$ cat src/rtl/rgb_pkg.sv
// Shared colour-code definitions for the RGB PWM controller: 3-bit colour codes,
// their {R,G,B} drive patterns, and the decode function used by every channel.
package rgb_pkg;

  typedef enum logic [2:0] {
    COL_RED     = 3'b000,
    COL_MAGENTA = 3'b001,
    COL_YELLOW  = 3'b010,
    COL_GREEN   = 3'b011,
    COL_CYAN    = 3'b100,
    COL_BLUE    = 3'b101,
    COL_WHITE   = 3'b110,
    COL_OFF     = 3'b111
  } color_e;

  // Drive patterns, bit order {R,G,B}, active-high.
  localparam logic [2:0] RGB_RED     = 3'b100;
  localparam logic [2:0] RGB_MAGENTA = 3'b101;
  localparam logic [2:0] RGB_YELLOW  = 3'b110;
  localparam logic [2:0] RGB_GREEN   = 3'b010;
  localparam logic [2:0] RGB_CYAN    = 3'b011;
  localparam logic [2:0] RGB_BLUE    = 3'b001;
  localparam logic [2:0] RGB_WHITE   = 3'b111;
  localparam logic [2:0] RGB_NONE    = 3'b000;

  function automatic logic [2:0] decode_color(input color_e code);
    case (code)
      COL_RED:     return RGB_RED;
      COL_MAGENTA: return RGB_MAGENTA;
      COL_YELLOW:  return RGB_YELLOW;
      COL_GREEN:   return RGB_GREEN;
      COL_CYAN:    return RGB_CYAN;
      COL_BLUE:    return RGB_BLUE;
      COL_WHITE:   return RGB_WHITE;
      default:     return RGB_NONE;
    endcase
  endfunction

endpackage

$ cat src/rtl/rgb_pwm_chan.sv
// One RGB LED channel: duty compare against the shared PWM counter, colour decode,
// blink gating and the registered LED drive.
module rgb_pwm_chan
  import rgb_pkg::*;
#(
  parameter int PWM_W = 8
) (
  input  logic             clk,
  input  logic             rst_n,
  input  logic [PWM_W-1:0] pwm_cnt,
  input  logic [2:0]       color,
  input  logic [PWM_W-1:0] duty,
  input  logic             blink,
  input  logic             blink_on,
  output logic [2:0]       rgb
);

  logic en;
  logic gate;

  assign en   = (pwm_cnt < duty);
  assign gate = ~blink | blink_on;

  // NOTE: sequential state uses non-blocking assignments so every flop samples
  // the pre-edge values regardless of process ordering.
  always_ff @(posedge clk or negedge rst_n) begin
    if (!rst_n) begin
      rgb <= RGB_NONE;
    end else begin
      rgb <= decode_color(color_e'(color)) & {3{en & gate}};
    end
  end

endmodule

$ cat src/rtl/rgb_pwm_ctrl.sv
// Multi-LED RGB PWM controller: shared prescaler/PWM timebase, double-buffered
// settings applied at period wrap. Optional blinking enabled by RGB_PWM_BLINK_EN.
module rgb_pwm_ctrl
  import rgb_pkg::*;
#(
  parameter int N_LED     = 2,
  parameter int PWM_W     = 8,
  parameter int PRESC     = 125,
  parameter int BLINK_PER = 64
) (
  input  logic                   clk,
  input  logic                   rst_n,
  input  logic [3*N_LED-1:0]     color_i,
  input  logic [PWM_W*N_LED-1:0] duty_i,
  input  logic [N_LED-1:0]       blink_i,
  input  logic                   load_i,
  output logic                   load_ack_o,
  output logic                   period_o,
  output logic [3*N_LED-1:0]     rgb_o
);

  localparam int                 PRESC_W   = (PRESC > 1) ? $clog2(PRESC) : 1;
  localparam logic [PRESC_W-1:0] PRESC_MAX = PRESC_W'(PRESC - 1);
  localparam logic [PWM_W-1:0]   PWM_MAX   = '1;

  logic [PRESC_W-1:0]     presc_cnt;
  logic [PWM_W-1:0]       pwm_cnt;
  logic                   tick;
  logic                   wrap;

  logic                   pend_flag;
  logic [3*N_LED-1:0]     pend_color, act_color;
  logic [PWM_W*N_LED-1:0] pend_duty,  act_duty;
  logic [N_LED-1:0]       led_blink;
  logic                   blink_on;

  assign tick     = (presc_cnt == PRESC_MAX);
  assign wrap     = tick && (pwm_cnt == PWM_MAX);
  assign period_o = wrap;

  always_ff @(posedge clk or negedge rst_n) begin
    if (!rst_n) begin
      presc_cnt <= '0;
      pwm_cnt   <= '0;
    end else begin
      presc_cnt <= tick ? '0 : presc_cnt + 1'b1;
      if (tick) pwm_cnt <= pwm_cnt + 1'b1;
    end
  end

  // Pending values are applied before a coincident load overwrites them, so a
  // load landing in the wrap cycle waits for the following wrap.
  // NOTE: the pending value registers are reset too; they are plain flops, not a
  // memory, and a defined value keeps a never-loaded pending set harmless.
  always_ff @(posedge clk or negedge rst_n) begin
    if (!rst_n) begin
      pend_flag  <= 1'b0;
      pend_color <= {N_LED{COL_OFF}};
      pend_duty  <= '0;
      act_color  <= {N_LED{COL_OFF}};
      act_duty   <= '0;
      load_ack_o <= 1'b0;
    end else begin
      load_ack_o <= wrap && pend_flag;
      if (wrap && pend_flag) begin
        act_color <= pend_color;
        act_duty  <= pend_duty;
      end
      if (load_i) begin
        pend_color <= color_i;
        pend_duty  <= duty_i;
        pend_flag  <= 1'b1;
      end else if (wrap) begin
        pend_flag  <= 1'b0;
      end
    end
  end

`ifdef RGB_PWM_BLINK_EN
  localparam int                 BLINK_W   = (BLINK_PER > 1) ? $clog2(BLINK_PER) : 1;
  localparam logic [BLINK_W-1:0] BLINK_MAX = BLINK_W'(BLINK_PER - 1);

  logic [N_LED-1:0]   pend_blink, act_blink;
  logic [BLINK_W-1:0] blink_cnt;

  always_ff @(posedge clk or negedge rst_n) begin
    if (!rst_n) begin
      pend_blink <= '0;
      act_blink  <= '0;
    end else begin
      if (wrap && pend_flag) act_blink  <= pend_blink;
      if (load_i)            pend_blink <= blink_i;
    end
  end

  // Half-phase counter advances once per PWM period; phase starts lit.
  always_ff @(posedge clk or negedge rst_n) begin
    if (!rst_n) begin
      blink_cnt <= '0;
      blink_on  <= 1'b1;
    end else if (wrap) begin
      if (blink_cnt == BLINK_MAX) begin
        blink_cnt <= '0;
        blink_on  <= ~blink_on;
      end else begin
        blink_cnt <= blink_cnt + 1'b1;
      end
    end
  end

  assign led_blink = act_blink;
`else
  logic unused_blink;

  assign unused_blink = (^blink_i) ^ (BLINK_PER > 0);
  assign led_blink    = '0;
  assign blink_on     = 1'b1;
`endif

  for (genvar k = 0; k < N_LED; k++) begin : g_led
    rgb_pwm_chan #(
      .PWM_W (PWM_W)
    ) u_chan (
      .clk      (clk),
      .rst_n    (rst_n),
      .pwm_cnt  (pwm_cnt),
      .color    (act_color[3*k +: 3]),
      .duty     (act_duty[PWM_W*k +: PWM_W]),
      .blink    (led_blink[k]),
      .blink_on (blink_on),
      .rgb      (rgb_o[3*k +: 3])
    );
  end

endmodule

$ cat config.mk
export PLATFORM = sky130hd
export DESIGN_NAME = rgb_pwm_ctrl
export DESIGN_NICKNAME = d
export VERILOG_FILES = /design/src/rtl/rgb_pkg.sv /design/src/rtl/rgb_pwm_chan.sv /design/src/rtl/rgb_pwm_ctrl.sv
export SDC_FILE = /design/constraint.sdc
export NUM_CORES = 1
export LEC_CHECK = 0
export BUFFER_PORTS_ARGS = -buffer_cell sky130_fd_sc_hd__buf_2
export CORE_AREA = 5 5 94 96
export DETAILED_ROUTE_END_ITERATION = 16
export DIE_AREA = 0 0 99 101
export PLACE_DENSITY = 0.67
export SETUP_SLACK_MARGIN = 0.5
export SLEW_MARGIN = 10
export SYNTH_ARGS = -nofsm -noshare
export SYNTH_HDL_FRONTEND = slang
export SYNTH_SLANG_ARGS = --single-unit
$ cat constraint.sdc
create_clock -name clk -period 3.7 [get_ports clk]
set_input_delay 0.37 -clock clk [delete_from_list [all_inputs] [get_ports clk]]
set_output_delay 0.37 -clock clk [all_outputs]
set_load 0.03 [all_outputs]
==> results.sh <==
export IMPL_ys_seq_elements=67
export IMPL_wl_per_cell_um=13.0
export IMPL_cts_tree="done"
export IMPL_clock_sinks=67
export IMPL_synthFlopType="dfrtp_1"
export IMPL_finalSetupTns_ps=0
export IMPL_syn_nets=273
export IMPL_ctsHoldBuffers=0
export IMPL_drv_cap=0
export IMPL_critPathMaxFanout=17
export IMPL_grt_overflow=0
export IMPL_clock_root_buffer="clkbuf_8"
export IMPL_power_leakage_nw=1.63
export IMPL_drive_above_1_share_pct=39.2
export IMPL_synth_cells=229
export IMPL_highest_layer="met4"
export IMPL_drt_iter0_drc=74
export IMPL_r2r_start="presc_cnt[0]$_DFF_PN0_"
export IMPL_path_class="reg -> reg"
export IMPL_first_pass_iters=4
export IMPL_muxShareOfSynthArea_pct=18.8
export IMPL_fp_row_count=33
export IMPL_fin_area_um2=3510
export IMPL_crit_path_start="presc_cnt[0]$_DFF_PN0_"
export IMPL_pwr_density_cell_nw_per_um2=402
export IMPL_grt_max_degree=38
export IMPL_routed_wl_met2_um=2320
export IMPL_hold_violations=0
export IMPL_min_path_type="in -> async"
export IMPL_fin_ws_ps=1320
export IMPL_dieArea_um2=10000
export IMPL_fin_skew_ps=9.73
export IMPL_antenna_found_initial=0
export IMPL_grt_pass1_wl_um=8710
export IMPL_die_h_um=101
export IMPL_cts_setup_buffers=0
export IMPL_slew_violations=0
export IMPL_path_clk_slew_ps=70
export IMPL_cp_end_kind="register"
export IMPL_final_cell_mix="dfrtp_1 (55), buf_2 (32), mux2_2 (26), inv_1 (19), mux2_4 (19)"
export IMPL_max_freq_ghz=0.419
export IMPL_avgSynthCellArea_um2=13.4
export IMPL_finalCritPeriodShare_pct=64.5
export IMPL_tightest_slew_ps=825
export IMPL_yosys_area_share_simple_pct=8.45
export IMPL_place_area_um2=3320
export IMPL_ir_drop_mv=0.240
export IMPL_ys_seq_area_share_pct=54.9
export IMPL_die_w_um=99
export IMPL_synthXorXnorAreaFrac_pct=3.13
export IMPL_num_vias=1780
export IMPL_routed_via_density=4.71
export IMPL_ys_types=31
export IMPL_num_antenna_cells=0
export IMPL_async_flop_share_pct=100
export IMPL_place_ws_ps=1300
export IMPL_cts_buffers=9
export IMPL_post_dp_hpwl_um=3570
export IMPL_drc=0
export IMPL_final_nets=312
export IMPL_detail_route_antenna_nets=0
export IMPL_layout_min_cycle_time_ps=2380
export IMPL_cts_buffer_depth=2
export IMPL_core_area_um2=7970
export IMPL_cp_required_ps=3910
export IMPL_outcome="finished clean"
export IMPL_htreeDepth=3
export IMPL_synth_top_family_by_area="multiplexers"
export IMPL_setup_viol=0
export IMPL_initial_core_util_pct=38.6
export IMPL_dr_wl_met3_um=169
export IMPL_synth_edf_count=0
export IMPL_critPathArrivalTime_ps=2600
export IMPL_cp_start_kind="register"
export IMPL_power_mw=1.41
export IMPL_finalWirelength_um=4900
export IMPL_insertion_delay_ps=340
export IMPL_layout_commonest_cell="dfrtp_1"
export IMPL_ys_warn_count=0
export IMPL_grt_usage_pct=11.1
export IMPL_synthAdderAreaFrac_pct=6.91
export IMPL_syn_to_final_growth_pct=14.0
export IMPL_place_congestion=0.752
export IMPL_grt_setup_unrepaired="false"
export IMPL_io_pins=35
export IMPL_grt_pass1_vias=1861
export IMPL_place_port_buffers=32
export IMPL_synth_area_um2=3080
export IMPL_wl_met1_um=2300
export IMPL_cts_resized=0
export IMPL_slew_headroom_pct=44.8
export IMPL_synth_compound_area_share_pct=3.41
[critical path, cell delays in order, from the launching register on]
cell     delay (ps)
dfrtp_1         420
inv_1            70
ha_1            160
nand2_1         100
nor3_4          220
and4_1          510
buf_4           390
mux2_2          380
[cell families (layout without fill, tap and decap cells)]
| logic type | count (synthesis) | after routing |
|---|---|---|
| flops | 67 | 67 |
| simple gates | 49 | 49 |
| mux | 45 | 45 |
| xor+xnor | 11 | 11 |
| fa+ha+maj | 17 | 17 |
| compound gates | 15 | 15 |
| buf+inv | 25 | 69 |
[power by group]
group	internal, mW	leakage (nW)	switching [mW]
clock network	0.330	0.0947	0.249
logic	0.0315	0.702	0.0260
registers	0.762	0.837	0.0122
total	1.12	1.63	0.287
[registers in the layout, indices dropped and copies added (netlist names)]
name,cells
pend_duty,16
pend_color,6
load_ack_o,1
pend_flag,1
pwm_cnt,8
presc_cnt,7
act_color,6
act_duty,16
g_led.u_chan.rgb,6
[per-layer routing]
layer | global-route usage, % | up-vias
li1 | - | 872
met1 | 14.0 | 871
met2 | 17.5 | 29
met3 | 2.84 | 8
met4 | 5.99 | 0
met5 | 0 | -
[path summary, 6_finish.rpt]
| check | to | slack [ps] | cells past startpoint |
|---|---|---|---|
| max | act_duty[4]$_DFFE_PN0P_ | 1320 | 7 |
| min | pend_duty[10]$_DFFE_PN0P_ | 50 | 1 |
| max reg2reg | act_duty[4]$_DFFE_PN0P_ | 1320 | 7 |
| min reg2reg | act_duty[1]$_DFFE_PN0P_ | 500 | 1 |
| max in group asynchronous | pend_color[4]$_DFFE_PN1P_ | 2720 | 2 |
| min in group clk | pend_color[3]$_DFFE_PN1P_ | 260 | 2 |
[cells in the mapped netlist, types with 2 or more instances]
cell type  instances  area share (%)
clkbuf_1           2            0.24
and3_2             2            0.49
a21oi_1            2            0.33
nor2b_1            3            0.61
o211ai_1           2            0.49
o2111ai_1          2            0.57
dfstp_2           12              10
nand3_1            8             1.3
xor2_1             4             1.1
mux2_2            26             9.5
nand4_1            4            0.81
mux2_4            19             9.3
xnor2_1            7             2.0
and4_1             2            0.57
o21ai_0            2            0.33
nor3_1             4            0.65
buf_12             2             1.3
nor2_1            13             1.6
ha_1              17             6.9
a21o_1             2            0.49
nand2_1            9             1.1
inv_1             19             2.3
a211oi_1           4            0.98
dfrtp_1           55              45
[area by class of cell]
cell class,count,area (um^2)
Fill cell,751,4460
Multi-Input combinational cell,137,1250
Timing Repair Buffer,34,175
Tap cell,105,131
Clock inverter,2,35.0
Clock buffer,14,153
Inverter,19,71.3
Sequential cell,67,1690
[stage by stage]
step / hold WS, ps / instances / util, %
CTS: 62.2 / 378 / 44.0
floorplan: 74.4 / 229 / -
global placement: 423 / 362 / 41.7
detailed placement: 436 / 362 / 41.7
finish: 51.0 / 378 / 44.0
global route: 85.7 / 378 / 44.0
No activity file was read; power rests on OpenSTA's default activity.
